$ cat config.mk
export PLATFORM = sky130hd
export DESIGN_NAME = interrupt_controller
export DESIGN_NICKNAME = d
export VERILOG_FILES = /design/src/rtl/interrupt_controller.sv
export SDC_FILE = /design/constraint.sdc
export NUM_CORES = 1
export LEC_CHECK = 0
export CAP_MARGIN = 40
export CORE_ASPECT_RATIO = 0.9
export CORE_MARGIN = 3
export CORE_UTILIZATION = 40
export CTS_CLUSTER_DIAMETER = 50
export DETAILED_ROUTE_END_ITERATION = 12
export GPL_ROUTABILITY_DRIVEN = 0
export HOLD_SLACK_MARGIN = 0.03
export MAX_ROUTING_LAYER = met4
export PLACE_DENSITY = 0.76
export SLEW_MARGIN = 20
export SYNTH_ARGS = -nofsm -noshare
export SYNTH_HDL_FRONTEND = slang
export SYNTH_SLANG_ARGS = --single-unit
$ cat constraint.sdc
create_clock -name clk -period 2.1 [get_ports clk]
set_clock_uncertainty 0.15 [all_clocks]
set_input_delay 0.42 -clock clk [delete_from_list [all_inputs] [get_ports clk]]
set_output_delay 0.42 -clock clk [all_outputs]
set_load 0.01 [all_outputs]
$ cat src/rtl/interrupt_controller.sv
// Priority interrupt controller: edge-detects NSRC lines into PEND, gates them with MASK,
// and runs a single-level REQ/ack/EOI handshake with the CPU.
module interrupt_controller #(
    parameter int unsigned NSRC = 8,
    parameter int unsigned IDW  = 3
) (
    input  logic             clk,
    input  logic             clr,
    input  logic [NSRC-1:0]  irq,
    input  logic             sel,
    input  logic [1:0]       addr,
    input  logic             we,
    input  logic [31:0]      wdata,
    output logic [31:0]      rdata,
    output logic             intr,
    input  logic             inta
);

    typedef enum logic [1:0] {
        IDLE = 2'd0,
        REQ  = 2'd1,
        SERV = 2'd2
    } state_t;

    state_t          state;
    logic [NSRC-1:0] irq_q;
    logic [NSRC-1:0] pend;
    logic [NSRC-1:0] mask;
    logic            cause_valid;
    logic [IDW-1:0]  cause_id;

    logic [NSRC-1:0] edge_det;
    logic [NSRC-1:0] active;
    logic [NSRC-1:0] w1c;
    logic [NSRC-1:0] ack_clr;
    logic [IDW-1:0]  winner;
    logic            found;
    logic            ack;
    logic            wr_pend;
    logic            wr_mask;
    logic            wr_eoi;

    assign edge_det = irq & ~irq_q;
    assign active   = pend & mask;
    assign wr_pend  = sel && we && (addr == 2'd0);
    assign wr_mask  = sel && we && (addr == 2'd1);
    assign wr_eoi   = sel && we && (addr == 2'd3);
    assign ack      = (state == REQ) && inta;

    // Lowest index wins; scanning upward and keeping the first hit.
    always_comb begin
        winner = '0;
        found  = 1'b0;
        for (int unsigned i = 0; i < NSRC; i++) begin
            if (active[i] && !found) begin
                winner = IDW'(i);
                found  = 1'b1;
            end
        end
    end

    always_comb begin
        w1c     = '0;
        ack_clr = '0;
        if (wr_pend)
            w1c = wdata[NSRC-1:0];
        if (ack)
            ack_clr[winner] = 1'b1;
    end

    generate
        if (NSRC < 32) begin : g_unused
            logic unused_wdata;
            assign unused_wdata = ^wdata[31:NSRC];
        end
    endgenerate

    always_comb begin
        rdata = '0;
        if (sel) begin
            case (addr)
                2'd0: rdata[NSRC-1:0] = pend;
                2'd1: rdata[NSRC-1:0] = mask;
                2'd2: begin
                    rdata[31]      = cause_valid;
                    rdata[IDW-1:0] = cause_id;
                end
                default: rdata = '0;
            endcase
        end
    end

    always_ff @(posedge clk) begin
        irq_q <= irq;
        if (clr) begin
            state       <= IDLE;
            intr        <= 1'b0;
            pend        <= '0;
            mask        <= '0;
            cause_valid <= 1'b0;
            cause_id    <= '0;
        end else begin
            // New edges are OR'd in last so a set always beats a same-cycle clear.
            pend <= (pend & ~(w1c | ack_clr)) | edge_det;
            if (wr_mask)
                mask <= wdata[NSRC-1:0];
            case (state)
                IDLE: begin
                    if (active != '0) begin
                        state <= REQ;
                        intr  <= 1'b1;
                    end
                end
                REQ: begin
                    if (inta) begin
                        cause_valid <= 1'b1;
                        cause_id    <= winner;
                        state       <= SERV;
                        intr        <= 1'b0;
                    end else if (active == '0) begin
                        state <= IDLE;
                        intr  <= 1'b0;
                    end
                end
                SERV: begin
                    if (wr_eoi) begin
                        cause_valid <= 1'b0;
                        cause_id    <= '0;
                        state       <= IDLE;
                        intr        <= 1'b0;
                    end
                end
                default: begin
                    state <= IDLE;
                    intr  <= 1'b0;
                end
            endcase
        end
    end

endmodule

==> flow_summary_export.csv <==
group,metric,value,unit
timing,min_period,1.99,ns
synthesis,synth_top_family_by_area,"simple AND/OR/NAND/NOR gates",
drt,ant_nets,0,
timing,period_share,0.948,
synthesis,synth_cells,197,
drt,drtPass1Iterations,4,
synthesis,muxShareOfSynthArea,0.0493,
synthesis,netlist_area,1620,sq um
cts,clock_latency,0.28,ns
power,ir_worst_vdd,0.000397,V
synthesis,ys_seq_area_frac,0.370,
floorplanning,die_x,73.1,um
drt,wl_per_cell,12.4,um
synthesis,synth_top_area_share,0.370,
global_route,grt_pass1_wl,5850,um
power,p_leak,0.905,nW
power,p_per_area,602,nW/um^2
finish,postLayoutCoreUtil,0.543,
finish,drive_above_1_share,0.128,
drt,post-route-drc-count,0,
synthesis,yosysUniqueCellTypes,42,
worst_setup_path,crit_required,1.53,ns
min_path,hold_class,"register to register",
worst_setup_path,endpoint_kind,"output pin",
cts,post_cts_resized,16,
cts,cts_max_level,2,
synthesis,synth_xor_area_frac,0,
synthesis,synth_seq_cells,30,
placed_design,io_buffers,32,
worst_setup_path,criticalPathCategory,"primary input to output pin",
global_route,grt_pass1_vias,1302,
finish,nets,289,
synthesis,synth_fa_ha_area_frac,0,
cts,cts_hold_buf,0,
timing,setup_violations,0,
floorplanning,fp.dieH,66.4,um
global_route,grt_max_degree,12,
synthesis,synth-compound-area-share,0.177,
synthesis,async_flop_share,0,
global_route,grt_util_all_layers,0.164,
synthesis,avgSynthCellArea,8.24,sq um
timing,rsz0062_at_grt,"no",
cts,cts_tree,"yes",
floorplanning,die_area,4860,sq um
run,cap_violations,0,
timing,tns,0,ns
synthesis,yosys_warnings,0,
floorplanning,rows,21,
finish,final_cells,289,
finish,synthToLayoutAreaGrowth,27.4,%
synthesis,synth_edf_count,0,
finish,diodes,0,
worst_setup_path,reg2reg_slack,0.34,ns
cts,cts-root-buf,"clkbuf_8",
finish,most-common-layout-cells,"nand2_1 (42), dfxtp_1 (30), conb_1 (23)",
synthesis,synth_ff_type,"dfxtp_1",
timing,hold_violations,0,
floorplanning,design.core.area,3810,sq um
drt,drt_iter0_drc,69,
cts,clockBufferDepth,2,
finish,final_common_cell,"nand2_1",
cts,clock_sinks,30,
synthesis,synth_top_area_cell,"dfxtp_1",
timing,final_max_slew_viol_count,0,
floorplanning,io_pins,80,
synthesis,ys_top_cells_by_area,"dfxtp_1 (37%), buf_4 (11%), nand2_1 (9.7%), a21oi_1 (4.9%), mux2i_1 (4.9%)",
worst_setup_path,startpoint_type,"primary input",
global_route,antenna_found_initial,0,
drt,vias,1417,
power,power,0.00124,W
worst_setup_path,worst-path-max-fanout,6,
timing,max_freq,502,MHz
synthesis,synth-simple-area-share,0.268,
drt,vias_per_cell,4.90,
placed_design,dpl_cell_area,1980,sq um
finish,design_area,2070,sq um
drt,wirelength,3570,um
placed_design,dpl.hpwl,2850,um
cts,path_clk_slew,0.06,ns
placed_design,dp_cells,281,
outcome,status,"completed",
worst_setup_path,arrival,1.42,ns
floorplanning,initial_core_util,0.426,
finish,fillCellCount,377,
cts,cts_buffers,5,
cts,postCtsSetupBuffers,0,
global_route,grt_overflow_total,0,
cell families after synthesis:
logic type,Yosys count
buffers and inverters,30
multiplexers,8
other,1
AND/OR/NAND/NOR,87
flip-flops,30
AO/OA/AOI/OAI,41
stage by stage:
| stage | setup slack (ns) | hold WS [ns] |
|---|---|---|
| floorplan | 0.424 | 0.270 |
| global placement | -0.419 | 0.293 |
| detailed placement | -0.473 | 0.302 |
| CTS | 0.100 | 0.304 |
| global route | 0.0273 | 0.351 |
| finish | 0.109 | 0.308 |
per-layer routing:
layer | up-vias | part of all wire | track usage | wire [um]
li1 | 727 | - | - | -
met1 | 642 | 0.45 | 0.196 | 1600
met2 | 44 | 0.47 | 0.252 | 1670
met3 | 4 | 0.068 | 0.0456 | 244
met4 | 0 | 0.017 | 0.0829 | 60
met5 | - | 0 | - | 0
report_power, final:
part	switching (W)	internal, W	total [W]
registers	0.0000189	0.000594	0.000612
clock network	0.000200	0.000263	0.000463
logic	0.0000832	0.0000851	0.000168
final cells by class:
| cell class | count | area [sq um] | share of cell area |
|---|---|---|---|
| repair buffers | 45 | 418 | 0.202 |
| flip-flops and latches | 30 | 601 | 0.291 |
| clock inverters | 1 | 5.00 | 0.00242 |
| inverters | 1 | 3.75 | 0.00182 |
| clock buffers | 7 | 86.3 | 0.0418 |
| multi-input cells | 159 | 896 | 0.433 |
| well taps | 46 | 57.6 | 0.0278 |
critical path, cell delays in order:
cell	delay, ns
clkdlybuf4s15_2	0.28
mux2i_1	0.22
o21ai_0	0.08
and2_1	0.15
dlygate4sd2_1	0.27
path summary, 6_finish.rpt:
check        startpoint        to  cells after the start
min            state[1]      intr                      1
max reg2reg     pend[1]   pend[0]                      6
max             addr[1]  rdata[2]                      5
min reg2reg    state[1]      intr                      1
synthesized netlist by cell type, types with 2 or more instances:
library cell,n
mux2i_1,8
o21ai_0,5
o211ai_1,2
a221oi_1,2
buf_6,2
nand3_1,5
nor2b_1,5
clkbuf_1,2
buf_2,2
nor2_1,12
nor3_1,5
and2_1,3
dfxtp_1,30
a21oi_1,16
a22oi_2,2
a21boi_1,2
a21o_1,2
a311oi_1,2
buf_4,23
or2_1,2
nand2b_1,3
nand2_1,42
sequential cells by signal (all words and copies together) (netlist names):
name	cells
pend	8
irq_q	8
cause_id	3
mask	8
cause_valid	1
state	1
intr	1
No activity file was read; power rests on OpenSTA's default activity.
